<file path="src/rtl/btn_symbol_encoder_if.sv">
// Button/symbol bundle for btn_symbol_encoder: raw buttons in, symbol stream and debounced levels out.
// master = button source / symbol consumer, slave = the encoder.
interface btn_symbol_encoder_if;
    logic [1:0] btn;
    logic [1:0] sym;
    logic       sym_valid;
    logic [1:0] stable;

    modport master (
        output btn,
        input  sym,
        input  sym_valid,
        input  stable
    );

    modport slave (
        input  btn,
        output sym,
        output sym_valid,
        output stable
    );
endinterface

</file>
<file path="src/rtl/btn_symbol_encoder.sv">
// Two-button input stage: per-bit synchronizer, counter debounce and rise detect, then a combine FSM
// producing one-cycle symbols. Define SYMBOL_HOLD_EN to hold sym from EMIT until both buttons release.
module btn_symbol_encoder #(
    parameter int unsigned DEBOUNCE_CYCLES = 4,
    parameter int unsigned COMBINE_WINDOW  = 2
) (
    input  logic                 clk,
    input  logic                 rst,
    btn_symbol_encoder_if.slave  bus
);

    localparam int unsigned CNT_W = $clog2(DEBOUNCE_CYCLES + 1);
    localparam int unsigned WIN_W = (COMBINE_WINDOW > 1) ? $clog2(COMBINE_WINDOW) : 1;
    localparam logic [CNT_W-1:0] CNT_LAST = CNT_W'(DEBOUNCE_CYCLES - 1);
    localparam logic [WIN_W-1:0] WIN_INIT = WIN_W'(COMBINE_WINDOW - 1);

`ifdef SYMBOL_HOLD_EN
    localparam bit HOLD_EN = 1'b1;
`else
    localparam bit HOLD_EN = 1'b0;
`endif

    typedef enum logic [1:0] {
        S_IDLE    = 2'd0,
        S_WAIT    = 2'd1,
        S_EMIT    = 2'd2,
        S_RELEASE = 2'd3
    } state_t;

    logic [1:0]       sync1_q;
    logic [1:0]       sync2_q;
    logic [1:0]       stable_q;
    logic [1:0]       rise_q;
    logic [CNT_W-1:0] cnt_q [2];
    logic [1:0]       upd_c;

    state_t           state_q;
    state_t           state_n;
    logic [1:0]       mask_q;
    logic [1:0]       mask_n;
    logic [WIN_W-1:0] wcnt_q;
    logic [WIN_W-1:0] wcnt_n;
    logic [1:0]       sym_q;
    logic [1:0]       sym_n;
    logic             sym_valid_q;
    logic             sym_valid_n;
    logic [1:0]       merged_c;

    // A bit's debounced level flips on the last of DEBOUNCE_CYCLES consecutive mismatching edges
    always_comb begin
        upd_c = 2'b00;
        for (int b = 0; b < 2; b++) begin
            upd_c[b] = (sync2_q[b] != stable_q[b]) && (cnt_q[b] == CNT_LAST);
        end
    end

    // Synchronizer, debounce counters, debounced level and registered rise strobe
    always_ff @(posedge clk) begin
        if (rst) begin
            sync1_q  <= 2'b00;
            sync2_q  <= 2'b00;
            stable_q <= 2'b00;
            rise_q   <= 2'b00;
            cnt_q[0] <= '0;
            cnt_q[1] <= '0;
        end else begin
            sync1_q <= bus.btn;
            sync2_q <= sync1_q;
            rise_q  <= upd_c & sync2_q;
            for (int b = 0; b < 2; b++) begin
                if (sync2_q[b] == stable_q[b]) begin
                    cnt_q[b] <= '0;
                end else if (upd_c[b]) begin
                    cnt_q[b]    <= '0;
                    stable_q[b] <= sync2_q[b];
                end else begin
                    cnt_q[b] <= cnt_q[b] + CNT_W'(1);
                end
            end
        end
    end

    // Combine FSM state and registered outputs
    always_ff @(posedge clk) begin
        if (rst) begin
            state_q     <= S_IDLE;
            mask_q      <= 2'b00;
            wcnt_q      <= '0;
            sym_q       <= 2'b00;
            sym_valid_q <= 1'b0;
        end else begin
            state_q     <= state_n;
            mask_q      <= mask_n;
            wcnt_q      <= wcnt_n;
            sym_q       <= sym_n;
            sym_valid_q <= sym_valid_n;
        end
    end

    assign merged_c = mask_q | rise_q;

    // Next state; sym/sym_valid are decoded for the state being entered so they appear registered
    always_comb begin
        state_n     = state_q;
        mask_n      = mask_q;
        wcnt_n      = wcnt_q;
        sym_n       = 2'b00;
        sym_valid_n = 1'b0;
        case (state_q)
            S_IDLE: begin
                if (rise_q == 2'b11) begin
                    state_n     = S_EMIT;
                    mask_n      = 2'b11;
                    sym_n       = 2'b11;
                    sym_valid_n = 1'b1;
                end else if (rise_q != 2'b00) begin
                    state_n = S_WAIT;
                    mask_n  = rise_q;
                    wcnt_n  = WIN_INIT;
                end
            end
            S_WAIT: begin
                mask_n = merged_c;
                if ((merged_c == 2'b11) || (wcnt_q == '0)) begin
                    state_n     = S_EMIT;
                    sym_n       = merged_c;
                    sym_valid_n = 1'b1;
                end else begin
                    wcnt_n = wcnt_q - WIN_W'(1);
                end
            end
            S_EMIT: begin
                state_n = S_RELEASE;
                if (HOLD_EN) begin
                    sym_n = mask_q;
                end
            end
            S_RELEASE: begin
                // Rises here are dropped: a new episode starts only after both buttons are released
                if (stable_q == 2'b00) begin
                    state_n = S_IDLE;
                end else if (HOLD_EN) begin
                    sym_n = mask_q;
                end
            end
            default: begin
                state_n = S_IDLE;
            end
        endcase
    end

    assign bus.sym       = sym_q;
    assign bus.sym_valid = sym_valid_q;
    assign bus.stable    = stable_q;

endmodule

</file>
<file path="src/flat_wrapper.sv">
// flat-port wrapper written by rule: the top's interface ports become plain ports
module btn_symbol_encoder_flat 
#(
    parameter int unsigned DEBOUNCE_CYCLES = 4,
    parameter int unsigned COMBINE_WINDOW  = 2
)
  (clk, rst, bus_btn, bus_sym, bus_sym_valid, bus_stable);
  btn_symbol_encoder_if bus_i ();
  input  logic clk;
  input  logic rst;
  input wire logic [$bits(bus_i.btn)-1:0] bus_btn;
  output wire logic [$bits(bus_i.sym)-1:0] bus_sym;
  output wire logic [$bits(bus_i.sym_valid)-1:0] bus_sym_valid;
  output wire logic [$bits(bus_i.stable)-1:0] bus_stable;
  assign bus_i.btn = bus_btn;
  assign bus_sym = bus_i.sym;
  assign bus_sym_valid = bus_i.sym_valid;
  assign bus_stable = bus_i.stable;
  btn_symbol_encoder #(.DEBOUNCE_CYCLES(DEBOUNCE_CYCLES), .COMBINE_WINDOW(COMBINE_WINDOW)) u_core (.clk(clk), .rst(rst), .bus(bus_i));
endmodule
</file>
<file path="config.mk">
export PLATFORM = sky130hd
export DESIGN_NAME = btn_symbol_encoder_flat
export DESIGN_NICKNAME = d
export VERILOG_FILES = /design/src/rtl/btn_symbol_encoder_if.sv /design/src/rtl/btn_symbol_encoder.sv /design/src/flat_wrapper.sv
export SDC_FILE = /design/constraint.sdc
export NUM_CORES = 1
export LEC_CHECK = 0
export ABC_AREA = 1
export BUFFER_PORTS_ARGS = -buffer_cell sky130_fd_sc_hd__buf_2
export CAP_MARGIN = 20
export CORE_ASPECT_RATIO = 1.1
export CORE_MARGIN = 8
export CORE_UTILIZATION = 50
export CTS_CLUSTER_SIZE = 8
export DETAILED_ROUTE_END_ITERATION = 8
export PLACE_DENSITY_LB_ADDON = 0.3
export SKIP_LAST_GASP = 1
export SYNTH_ARGS = -nofsm -noshare
export SYNTH_HDL_FRONTEND = slang
export SYNTH_SLANG_ARGS = --single-unit
</file>
<file path="constraint.sdc">
create_clock -name clk -period 1.5 [get_ports clk]
set_input_delay 0 -clock clk [delete_from_list [all_inputs] [get_ports clk]]
set_output_delay 0 -clock clk [all_outputs]
set_load 0.01 [all_outputs]
</file>
==> results of run 1 <==
worst paths after layout:
path	start	to	slack, ns
max	u_core.state_q[1]	u_core.state_q[0]	0.08
min	u_core.sync1_q[0]	u_core.sync2_q[0]	0.41
max reg2reg	u_core.state_q[1]	u_core.state_q[0]	0.08
min reg2reg	u_core.sync1_q[0]	u_core.sync2_q[0]	0.41
routing by layer:
metal	track usage (%)	part of all wire, %
met1	11.07	43
met2	17.21	49
met3	2.840	6.9
met4	6.287	0.88
met5	0	0
registers in the layout, summed over array words and instances, names as in the netlist:
| register | flops |
|---|---|
| u_core.sync1_q | 2 |
| u_core.bus.sym_valid | 1 |
| u_core.wcnt_q | 1 |
| u_core.rise_q | 2 |
| u_core.state_q | 2 |
| u_core.bus.sym | 2 |
| u_core.sync2_q | 2 |
| u_core.bus.stable | 2 |
| u_core.cnt_q | 6 |
| u_core.mask_q | 2 |
cell type report:
type	count	area, um2
Tap cell	28	35.03
Fill cell	183	765.7
Sequential cell	22	500.5
Timing Repair Buffer	13	90.09
Inverter	23	86.33
Clock buffer	3	22.52
Multi-Input combinational cell	78	447.9
Clock inverter	1	30.03
critical path: cells and delay by family (launching register included):
| kind | cells | cell delay, ns |
|---|---|---|
| adders and majority gates | 1 | 0.27 |
| buffers and inverters | 2 | 0.18 |
| DFF | 1 | 0.41 |
| AOI/OAI and AO/OA | 1 | 0.04 |
| and+or+nand+nor | 4 | 0.43 |
stage by stage:
| step | instances | util, % | setup WS (ns) | area (um2) | hold slack (ns) |
|---|---|---|---|---|---|
| 3_3_place_gp | 159 | 56.10 | 0.1774 | 1110 | 0.2045 |
| 5_1_grt | 168 | 61.29 | 0.001027 | 1212 | 0.4514 |
| 6_report | 168 | 61.29 | 0.08303 | 1212 | 0.4143 |
| 4_1_cts | 168 | 61.29 | 0.09048 | 1212 | 0.4195 |
| 3_5_place_dp | 159 | 56.10 | 0.1166 | 1110 | 0.2062 |
| 2_1_floorplan | 124 | - | 0.2780 | 1042 | 0.1070 |
power breakdown:
part	switching (mW)	internal, mW
logic	0.0989	0.0628
registers	0.0147	0.635
clock network	0.179	0.270
kinds of logic (layout without fill, tap and decap cells):
family | count (synthesis) | count (layout)
AOI/OAI and AO/OA | 10 | 10
xor gates and xnor gates | 1 | 1
adders and majority gates | 9 | 9
buffers and inverters | 24 | 40
DFF | 22 | 22
other | 1 | 6
and+or+nand+nor | 52 | 52
cell usage in the layout (no fill, tap or decap):
cell type / count
clkinv_1: 2
a21oi_2: 2
nor2_2: 3
bufinv_16: 1
xor2_1: 1
o21ai_0: 6
conb_1: 6
nor3_1: 1
a21boi_2: 1
edfxtp_1: 6
ha_1: 9
inv_2: 1
inv_1: 20
nand4_1: 2
clkbuf_4: 3
nor2_1: 15
nand3_1: 9
nand2_1: 16
nor3b_1: 2
buf_2: 8
nand2_2: 4
dfxtp_1: 16
o21a_1: 1
dlygate4sd3_1: 5
==> impl_metrics.toml, run 1 <==
[setup_path]
worstSetupStartpointType = "flip-flop"
rr_worst_depth = 8
max_stage_delay_ns = 0.41
cp_max_fo = 6
cp_slowest_cell = "dfxtp_1"
crit_chain = "inv_1 > ha_1 > nand2_1 > clkinv_1 > nand2_1 > nand3_1 > nand2_1 > a21oi_2"
cpMostUsedCell = "nand2_1"
cp.arrival_ns = 1.62
cp-end-kind = "flip-flop"
critPathRequiredTime_ns = 1.71
worst-setup-path-type = "flip-flop to flip-flop"

[logic_synthesis]
synth.avg_cell_area_um2 = 8.601
ys.warnings.count = 0
ys_ff_latch = 22
synth_flop_cell = "dfxtp_1"
syn_inst = 119
netlist_area_um2 = 1023
post_synth_xor_area_fraction_pct = 0.8557
synth_top_area_share_pct = 31.30
synth_compound_area_share_pct = 6.479
yosysTopAreaCell = "dfxtp_1"
synthSimpleGateAreaFrac_pct = 23.23
async_flop_share_pct = 0
synth_edf_count = 6
ys_seq_area_share_pct = 48.90
synth_mux_area_share_pct = 0
synth.most_common_cell = "inv_1"
ys_types = 21
synth_fa_ha_area_share_pct = 11.00
synth_top_family_by_area = "simple AND/OR/NAND/NOR gates"
yosys-top-cells-area = "dfxtp_1 (31%), edfxtp_1 (18%), ha_1 (11%)"
yosys-top-cells-count = "inv_1 (20), dfxtp_1 (16), nand2_1 (16), nor2_1 (15)"

[routing]
via_per_inst = 4.643
ant_nets = 0
route.detailed.drc = 0
vias = 780
drt_iter0_markers = 15
first_pass_iters = 4
routed_wl_um = 1704
wire_per_inst_um = 10.14

[clock_network]
cts_setup_buffers = 0
htree_levels = 1
cts-resized-gates = 0
root_buffer = "clkbuf_4"
clk-insertion-delay-late_ns = 0.30
cts.sinks = 22
clkTransAtPathRegs_ns = 0.12
clockBufferDepth = 2
cts_tree = "built"
numCtsBuffers = 3
holdBufCountCts = 5

[global_routing]
grt_pass1_wl_um = 3091
grt_max_degree = 14
gr-usage-all-layers_pct = 10.32
antenna_found_initial = 0
grt_overflow = 0
grt_pass1_vias = 800

[cells_and_area]
fin_nets = 154
drive_above_1_share_pct = 16.43
syn2layout_area_growth_pct = 18.46
antenna_cells = 0

[timing]
fin_worst_skew_ns = 0.0008701
tns_ns = 0
fin_crit_ns = 1.417
rsz0062_at_grt = "no"
drv_slew = 0
setup_viol = 0
fin_crit_sh_pct = 94.46
hold_viol_final = 0
fmax_ghz = 0.7057

[pwr]
power.density_nw_per_um2 = 1039
cellLeakagePower_nw = 0.5593
ir_drop_v = 0.0006891
total_power_mw = 1.260

[floorplan]
start_util_pct = 51.74
die_y_um = 63.45
core.rowCount = 17
die_w_um = 59.14
dieArea_um2 = 3752
io_pins = 9
fp.coreArea_um2 = 1978

[placed_design]
place_congestion = 0.7822
dp_hpwl_um = 1292
portBuffers = 8

[worst_hold_path]
hold_class = "flip-flop to flip-flop"
whs_path_depth = 2

[outcome]
run_status = "completed"

[job]
drv_cap = 0
(Power assumes the default switching activity.)
==> run 2: changes to the inputs <==
--- a/config.mk
+++ b/config.mk
@@ -5,15 +5,14 @@
 export SDC_FILE = /design/constraint.sdc
 export NUM_CORES = 1
 export LEC_CHECK = 0
-export ABC_AREA = 1
 export BUFFER_PORTS_ARGS = -buffer_cell sky130_fd_sc_hd__buf_2
-export CAP_MARGIN = 20
 export CORE_ASPECT_RATIO = 1.1
 export CORE_MARGIN = 8
 export CORE_UTILIZATION = 50
 export CTS_CLUSTER_SIZE = 8
 export DETAILED_ROUTE_END_ITERATION = 8
 export PLACE_DENSITY_LB_ADDON = 0.3
+export REMOVE_ABC_BUFFERS = 1
 export SKIP_LAST_GASP = 1
 export SYNTH_ARGS = -nofsm -noshare
 export SYNTH_HDL_FRONTEND = slang
==> impl_metrics.toml, run 2 <==
[timing]
setup_viol = 0
layout_setup_ws_ns = 0.02495
rsz0062_at_grt = "yes"
drv_slew = 0
fmax_ghz = 0.6779
fin_crit_ns = 1.475
fin_worst_skew_ns = 0.004531
hold_viol_final = 0
holdWs_ns = 0.04699
fin_crit_sh_pct = 98.34

[clock_network]
clockBufferDepth = 2
numCtsBuffers = 3
clkTransAtPathRegs_ns = 0.12
cts.sinks = 22
htree_levels = 1
cts_tree = "built"
root_buffer = "clkbuf_4"
clk-insertion-delay-late_ns = 0.30

[cells_and_area]
drive_above_1_share_pct = 31.20
fin_nets = 139
final_core_util_pct = 63.12
fillCellCount = 168
antenna_cells = 0
syn2layout_area_growth_pct = 21.56
largest_reg_flops = 6
stdcell_area_um2 = 1249
largest_register = "u_core.cnt_q"
layout_commonest_cell = "dfxtp_1"
layout.cells.most_common_list = "dfxtp_1 (14), inv_1 (9), nor2_1 (9), buf_2 (8), buf_4 (8)"

[logic_synthesis]
synth_edf_count = 6
async_flop_share_pct = 0
ys_seq_area_share_pct = 48.72
synth.most_common_cell = "dfxtp_1"
ys.warnings.count = 0
syn_inst = 102
ys_types = 30
yosys-top-cells-area = "dfxtp_1 (31%), edfxtp_1 (18%), ha_1 (11%)"
netlist_area_um2 = 1027
yosys-top-cells-count = "dfxtp_1 (16), nor2_1 (11), inv_1 (10), ha_1 (9), a21oi_1 (7)"
synth_top_area_share_pct = 31.18
synth.avg_cell_area_um2 = 10.07
yosysTopAreaCell = "dfxtp_1"
ys_ff_latch = 22
synth_flop_cell = "dfxtp_1"

[floorplan]
dieArea_um2 = 3763
core.rowCount = 17
die_y_um = 63.54
io_pins = 9
fp.coreArea_um2 = 1978
die_w_um = 59.22
start_util_pct = 51.93

[global_routing]
antenna_found_initial = 0
grt_pass1_vias = 788
gr-usage-all-layers_pct = 10.94
grt_overflow = 0
grt_pass1_wl_um = 3236
grt_max_degree = 19

[pwr]
p_clk_share_pct = 21.3
power.density_nw_per_um2 = 1215
ir_drop_v = 0.0006628
intPower_mw = 1.030
p_sw_uw = 487.3
total_power_mw = 1.517
seqPwrFrac_pct = 46.3
power_frac_comb_pct = 32.4
swShare_pct = 32.13
cellLeakagePower_nw = 0.5351

[setup_path]
rrSetupSlack_ns = 0.02
worstSetupStartpointType = "flip-flop"
cp-end-kind = "flip-flop"
cp_max_fo = 3
critPathRequiredTime_ns = 1.67
cp.arrival_ns = 1.65
worst-setup-path-type = "flip-flop to flip-flop"

[routing]
wire_per_inst_um = 12.65
drt_iter0_markers = 9
routed_wl_um = 1935
route.detailed.drc = 0
first_pass_iters = 4
via_per_inst = 5.000
vias = 765
ant_nets = 0

[worst_hold_path]
hold_class = "primary input to flip-flop"

[placed_design]
post-place-ws_ns = 0.01666
place_congestion = 0.8291
dpl_cell_area_um2 = 1140
dp_hpwl_um = 1338
portBuffers = 8

[outcome]
run_status = "completed"

[job]
drv_cap = 0
==> run 2: cell count changes after synthesis, sizes merged, moves of 5 or more <==
cell,before,now
nand3,9,2
a21oi,2,7
nand2,20,3
nor2,18,11
inv,21,10
==> run 2: path summary, 6_finish.rpt <==
kind	start	end	cells after the start
worst min register to register	u_core.sync1_q[1]	u_core.sync2_q[1]	1
worst max-delay path	u_core.cnt_q[0][0]	u_core.cnt_q[0][1]	4
worst max register to register	u_core.cnt_q[0][0]	u_core.cnt_q[0][1]	4
worst min-delay path	rst	u_core.bus.stable[1]	2
==> run 2: layout make-up <==
type / instances / area, um2 / share of cell area (%)
Tap cell: 28 / 35.03 / 2.806
Sequential cell: 22 / 503.0 / 40.28
Timing Repair Buffer: 18 / 120.1 / 9.619
Inverter: 10 / 37.54 / 3.006
Clock buffer: 4 / 36.28 / 2.906
Multi-Input combinational cell: 71 / 516.7 / 41.38
==> run 2: logic make-up (layout without fill, tap and decap cells) <==
group,count (synthesis),in the layout,share of synthesized area [%]
AO/OA/AOI/OAI,20,20,12.42
XOR/XNOR,3,3,2.558
adder cells (fa/ha/maj),9,9,10.96
buffers and inverters,14,32,6.213
flip-flops,22,22,48.72
multiplexers,2,2,1.949
other,1,6,0.3651
AND/OR/NAND/NOR,31,31,16.81
==> run 2: timing repair <==
action	in CTS	in global routing
hold buffers	2	0
endpoints found under the setup margin	3	10
buffers inserted	1	1
pin swaps	0	2
endpoints found under the hold margin	2	0
cloned	0	0
resized for setup	2	11
==> run 2: power by group through the flow <==
| stage | sequential, mW | clock (mW) | combinational (mW) |
|---|---|---|---|
| detailed placement | 0.705 | 0 | 0.438 |
| global route | 0.707 | 0.358 | 0.546 |
| floorplan | 0.698 | 0 | 0.305 |
| finish | 0.702 | 0.323 | 0.492 |
| global placement | 0.699 | 0 | 0.418 |
| CTS | 0.695 | 0.329 | 0.446 |
==> run 2: per-stage QoR <==
step                      std cells  TNS (ns)
after floorplan                 103         0
after global placement          145         0
after detailed placement        145         0
after CTS                       152         0
after global routing            153  -0.06300
final                           153         0
==> run 2: layer usage <==
metal	share of wire [%]	GRT usage, %	routed length [um]	vias to the layer above
li1	-	-	-	392
met5	0	0	0	-
met2	52	18.51	1010	14
met3	3.9	3.043	76	4
met4	1.8	6.886	34	0
met1	42	11.33	812	355
==> run 2: worst max-delay path: stages (launching register included) <==
cell and delay [ns]:
edfxtp_1 0.42, ha_2 0.21, ha_1 0.21, or3_4 0.41, nor2_1 0.10
